--- src/rtl/plru_state_array.sv ---
// Per-set 3-bit tree-PLRU state for a 4-way cache.
// A sweep clears every set after reset or flush; reads have one-cycle latency.
module plru_state_array #(
  parameter int NUM_SETS = 16,
  parameter int IDX_W    = 4
) (
  input  logic             clk,
  input  logic             rst,
  input  logic             flush,
  output logic             ready,
  input  logic             rd_valid,
  input  logic [IDX_W-1:0] rd_index,
  output logic [2:0]       plru_out,
  output logic             plru_valid,
  input  logic             upd_valid,
  input  logic [IDX_W-1:0] upd_index,
  input  logic [1:0]       upd_way
);

  localparam logic [0:0] INIT = 1'b0;
  localparam logic [0:0] IDLE = 1'b1;
  localparam logic [IDX_W-1:0] LAST = IDX_W'(NUM_SETS - 1);

  logic [0:0]       state_q, state_d;
  logic [IDX_W-1:0] cnt_q, cnt_d;
  logic [2:0]       out_q, out_d;
  logic             vld_q, vld_d;

  logic [2:0] mem_q [NUM_SETS];

  logic             we;
  logic [IDX_W-1:0] waddr;
  logic [2:0]       wdata;
  logic [2:0]       upd_cur;
  logic [2:0]       upd_new;

  assign upd_cur = mem_q[upd_index];

  // Point the tree away from the accessed way; untouched branch keeps its bit.
  always_comb begin
    unique case (upd_way)
      2'd0:    upd_new = {2'b11, upd_cur[0]};
      2'd1:    upd_new = {2'b10, upd_cur[0]};
      2'd2:    upd_new = {1'b0, upd_cur[1], 1'b1};
      default: upd_new = {1'b0, upd_cur[1], 1'b0};
    endcase
  end

  always_comb begin
    state_d = state_q;
    cnt_d   = cnt_q;
    out_d   = out_q;
    vld_d   = 1'b0;
    we      = 1'b0;
    waddr   = cnt_q;
    wdata   = 3'b000;
    if (state_q == INIT) begin
      if (flush) begin
        cnt_d = '0;
      end else begin
        we    = 1'b1;
        cnt_d = cnt_q + 1'b1;
        if (cnt_q == LAST) state_d = IDLE;
      end
    end else if (flush) begin
      state_d = INIT;
      cnt_d   = '0;
    end else begin
      if (upd_valid) begin
        we    = 1'b1;
        waddr = upd_index;
        wdata = upd_new;
      end
      if (rd_valid) begin
        vld_d = 1'b1;
        out_d = (upd_valid && upd_index == rd_index) ? upd_new
                                                     : mem_q[rd_index];
      end
    end
  end

  always_ff @(posedge clk) begin
    if (rst) begin
      state_q <= INIT;
      cnt_q   <= '0;
      out_q   <= 3'b000;
      vld_q   <= 1'b0;
    end else begin
      state_q <= state_d;
      cnt_q   <= cnt_d;
      out_q   <= out_d;
      vld_q   <= vld_d;
    end
  end

  // Entries have no reset of their own; only the sweep clears them.
  always_ff @(posedge clk) begin
    if (we && !rst) mem_q[waddr] <= wdata;
  end

  assign ready      = (state_q == IDLE);
  assign plru_out   = out_q;
  assign plru_valid = vld_q;

endmodule

--- config.mk ---
export PLATFORM = sky130hd
export DESIGN_NAME = plru_state_array
export DESIGN_NICKNAME = d
export VERILOG_FILES = /design/src/rtl/plru_state_array.sv
export SDC_FILE = /design/constraint.sdc
export NUM_CORES = 1
export LEC_CHECK = 0
export CAP_MARGIN = 0
export CORE_ASPECT_RATIO = 0.8
export CORE_MARGIN = 10
export CORE_UTILIZATION = 55
export CTS_BUF_LIST = sky130_fd_sc_hd__clkbuf_4 sky130_fd_sc_hd__clkbuf_8
export DETAILED_ROUTE_END_ITERATION = 12
export HOLD_SLACK_MARGIN = 0.02
export PLACE_DENSITY_LB_ADDON = 0.05
export RECOVER_POWER = 25
export REMOVE_ABC_BUFFERS = 1
export SKIP_CTS_REPAIR_TIMING = 1
export SLEW_MARGIN = 20
export SYNTH_ARGS = -nofsm -noshare
export SYNTH_HDL_FRONTEND = slang
export SYNTH_SLANG_ARGS = --single-unit
--- constraint.sdc ---
create_clock -name clk -period 3.89 [get_ports clk]
set_clock_uncertainty 0.1 [all_clocks]
set_input_delay 0.5835 -clock clk [delete_from_list [all_inputs] [get_ports clk]]
set_output_delay 0.5835 -clock clk [all_outputs]
set_load 0.05 [all_outputs]
**Word-level counts from Yosys, hierarchy flattened**

Memories as Yosys holds them, arrays and structs flattened. A register that Yosys moved wholly into a read port is not among the register bits.
Index checks and enable logic that the tools add are counted.

- $add $sub $neg: 1
- Mux-type cells: 20
- Bitwise gates (word level): 2
- Reductions and logical operators: 5
- Equality and inequality tests: 4

Operator list:

| operator | number |
|---|---|
| $mux 4 | 6 |
| $mux 1 | 10 |
| $mux 3 | 3 |
| $pmux 3 s3 | 1 |
| $add 4x1->4 const B | 1 |
| $eq 4x4->1 const B | 1 |
| $reduce_and 3->1 | 1 |
| $reduce_or 3->1 | 1 |
| $eq 2x1->1 const B | 1 |
| $eq 2x2->1 const B | 1 |
| $logic_not 2->1 | 1 |
| $ne 2x2->1 const B | 1 |
| $not 1->1 | 2 |
| $logic_and 1x1->1 | 1 |
| $logic_not 1->1 | 1 |

- Flip-flop bits (word level): 6
- Word-level logic and storage cells: 36
- Memories: 1
- Input port bits: 15
- Output and inout port bits: 5
- RAM bits: 48

Memory list:

| memory | depth | bits a word | rd ports | clocked after memory_dff | write ports | line | RTL |
|---|---|---|---|---|---|---|---|
| mem_q | 16 | 3 | 2 | 1 | 1 | 29 | `logic [2:0] mem_q [NUM_SETS];` |

**Logic depth before layout (Yosys ltp)**

- Depth in word-level cells: 6
- Mapped depth: 8
- Gate-level depth less buffers: 6

**Least setup slack after synthesis**

Ideal clock, no wire load.

- Path kind: register to register
- From: register state_q, in the netlist ready
- To: register out_q[0], in the netlist plru_out[0] (read register of mem_q)
- Buffers on the path: 2
- Cell stages (with the launch flop): 9
- Clock period less this slack: 2426 ps
- Data required time: 3729 ps
- Arrival: 2266 ps
- Setup slack: 1464 ps
- Library setup time: 61 ps
- Cells stage by stage: dfxtp_1 buf_6 and3b_1 buf_6 mux2i_2 xor2_1 nand4_2 or4_1 nand2_1

- Word-level cells in the longest chain between the ends: 1

Ends and longest elaborated chain:

| item | line | RTL |
|---|---|---|
| start, declared | 24 | `logic [0:0] state_q, state_d;` |
| start signal, assigned | 89 | `state_q <= state_d;` |
| $reduce_and 3->1 (no line) | - |  |
| end, declared | 26 | `logic [2:0] out_q, out_d;` |

Every way passes these cells.
A chain may end at the register's enable or synchronous reset.

**Worst setup path after layout**

- From: input port flush
- To: register out_q[0], in the netlist plru_out[0] (read register of mem_q)

- Word-level cells in the longest chain between the ends: 2

Ends and longest elaborated chain:

| item | line | RTL |
|---|---|---|
| start, declared | 9 | `input logic flush,` |
| $not 1->1 (no line) | - |  |
| $reduce_and 3->1 (no line) | - |  |

Every way passes these cells.

==> impl_metrics.env <==
export IMPL_yosys_area_top_type_share=0.5166
export IMPL_clock_sinks=57
export IMPL_clk_latency_ps=340
export IMPL_cp_max_fo=8
export IMPL_setup_ws_ps=1015
export IMPL_finalHoldViolCount=0
export IMPL_synth_largest_area_cell="edfxtp_1"
export IMPL_drv_slew=0
export IMPL_die_area_sq_mm=0.008340
export IMPL_hold_class="flop to flop"
export IMPL_gp_congestion=0.9016
export IMPL_via_per_inst=6.332
export IMPL_cp_start_kind="input port"
export IMPL_drc=0
export IMPL_worstPathBufferInverterCount=1
export IMPL_slew_headroom=0.5232
export IMPL_start_util=0.5637
export IMPL_ys_seq_area_frac=0.5812
export IMPL_grt_max_degree=18
export IMPL_cpLargestDelayFamily="simple AND/OR/NAND/NOR gates"
export IMPL_worstPathArrival_ps=3070
export IMPL_grt_pass1_wl_microns=9804
export IMPL_dp_cells=267
export IMPL_areaGrowthSynthToFinish_pct=14.53
export IMPL_endpoint_kind="flop"
export IMPL_synthTopCellsByArea="edfxtp_1 52%, mux4_2 16%, dfxtp_1 6.5%"
export IMPL_tns_ps=0
export IMPL_pre_cts_ws_ps=784.0
export IMPL_cts_buffers=9
export IMPL_numPortBuffers=19
export IMPL_worstMarginPinSlew_ps=715.3
export IMPL_crit_type="input port to flop"
export IMPL_syn_avg_cell_area_sq_um=14.53
export IMPL_core_area_sq_mm=0.004950
export IMPL_setup_viol=0
export IMPL_slowest_delay_ps=580
export IMPL_n_antenna_cell=0
export IMPL_rows=23
export IMPL_combPwrFrac=0.062
export IMPL_final_cells=283
export IMPL_drive_above_1_share=0.1946
export IMPL_num_io_pins=20
export IMPL_internal_power_mw=0.9268
export IMPL_ys_types=40
export IMPL_critPathSlowestCell="dlygate4sd3_1"
export IMPL_grt_pass1_vias=1809
export IMPL_switching_power_mw=0.3029
export IMPL_cts_tree="done"
export IMPL_path_cells="dlygate4sd3_1 > and3b_1 > mux2i_1 > xor2_1 > nand4_2 > or4_1 > nand2_1"
export IMPL_switching_share=0.2463
export IMPL_drt_pass1_iterations=4
export IMPL_dp_hpwl_microns=4663
export IMPL_leakage_nw=1.167
export IMPL_p_per_area_mw_per_mm2=384.8
export IMPL_fmax_ghz=0.3478
export IMPL_fin_nets=232
export IMPL_die_h_microns=83.71
export IMPL_track_usage=0.1577
export IMPL_irDropWorstVdd_uv=247.6
export IMPL_period_share=0.7392
export IMPL_syn_inst=192
export IMPL_htree_levels=3
export IMPL_cts_buffer_depth=2
export IMPL_die_w_microns=99.63
export IMPL_cp_required_ps=4080
export IMPL_final_cell_mix="48 x edfxtp_1, 27 x nor2_1, 20 x mux4_2"
export IMPL_yosys_warnings=0
export IMPL_seqPwrFrac=0.535
export IMPL_status="finished clean"
export IMPL_clkTransAtPathRegs_ps=70
export IMPL_drt_wl_total_microns=6327
export IMPL_post_drt_wl_per_cell_microns=22.36
export IMPL_root_buffer="clkbuf_8"
export IMPL_ys_ff_latch=57
export IMPL_r2r_setup_slack_ps=1270
export IMPL_drt_iter0_markers=241
export IMPL_final_common_cell="edfxtp_1"
export IMPL_synth_area_sq_mm=0.002790
export IMPL_rsz0062_at_grt="false"
export IMPL_ant_nets=0
export IMPL_dr_total_vias=1792
export IMPL_antenna_found_initial=0
export IMPL_max_cap_violations=0
export IMPL_clockPowerShare=0.403
export IMPL_grt_overflow_total=0
export IMPL_fin_crit_ps=2875
## cell families (layout without fill, tap and decap cells)
logic type	count (synthesis)	count (layout)	share of synthesized area
xor+xnor	6	6	0.01883
compound gates	19	19	0.04394
simple gates	66	66	0.1211
fa+ha+maj	1	1	0.004484
buf+inv	13	42	0.02645
flops	57	57	0.5812
mux	30	30	0.2040
## worst register-to-register path, cell delays in order (launching register included)
cell and delay, ps:
dfxtp_1 560, and3b_1 490, mux2i_1 430, xor2_1 210, nand4_2 180, or4_1 530, nand2_1 70
## stage by stage
stage	total power [mW]	utilization	hold slack (ps)	cell area, sq um
2_1_floorplan	0.7074	-	445.2	2728
3_3_place_gp	0.7472	0.6112	370.8	3025
3_5_place_dp	0.7476	0.6112	379.4	3025
4_1_cts	1.239	0.6471	401.2	3203
5_1_grt	1.273	0.6456	434.3	3196
6_report	1.230	0.6456	392.3	3196
## power by group through the flow
stage / logic (mW) / registers [mW] / clock network, mW
2_1_floorplan: 0.0373 / 0.670 / 0
3_3_place_gp: 0.0759 / 0.671 / 0
3_5_place_dp: 0.0762 / 0.671 / 0
4_1_cts: 0.0768 / 0.658 / 0.505
5_1_grt: 0.0830 / 0.658 / 0.532
6_report: 0.0766 / 0.658 / 0.495
## worst paths after layout
kind	start	endpoint	depth (start not counted)
max reg2reg	ready	plru_out[0]	6
min reg2reg	plru_out[1]	plru_out[1]	2
min	plru_out[1]	plru_out[1]	2
max	flush	plru_out[0]	7
## layer usage
| layer | vias up | track usage | routed length (microns) |
|---|---|---|---|
| met5 | - | 0 | 0 |
| met4 | 0 | 0.06892 | 179 |
| met3 | 15 | 0.07947 | 797 |
| met2 | 117 | 0.2193 | 2890 |
| met1 | 859 | 0.2003 | 2460 |
| li1 | 801 | - | - |
## synthesized netlist by cell type (all sizes together)
library cell	instances
edfxtp	48
nor2	27
mux4	20
dfxtp	9
mux2i	8
nand2	8
nor3	7
buf	6
nand2b	5
xor2	5
clkbuf	4
nor3b	4
o21ai	4
o22ai	4
a21oi	3
inv	3
or2	3
a22oi	2
and3b	2
mux2	2
nand3	2
nand3b	2
nor2b	2
o32ai	2
or4	2
a211oi	1
a311oi	1
a31oi	1
ha	1
nand4	1
nand4b	1
o21bai	1
xnor2	1
## layout make-up
cell class	instances	area, sq um
multi-input cells	122	1091
repair buffers	23	216.5
fillers	361	1754
well taps	62	77.57
inverters	3	11.26
clock inverters	7	53.80
flip-flops and latches	57	1622
clock buffers	9	123.9
## state kept, by name (all words and copies together), names as in the netlist
signal      count
mem_q          48
cnt_q           4
plru_out        3
plru_valid      1
ready           1
(Power assumes the default switching activity.)
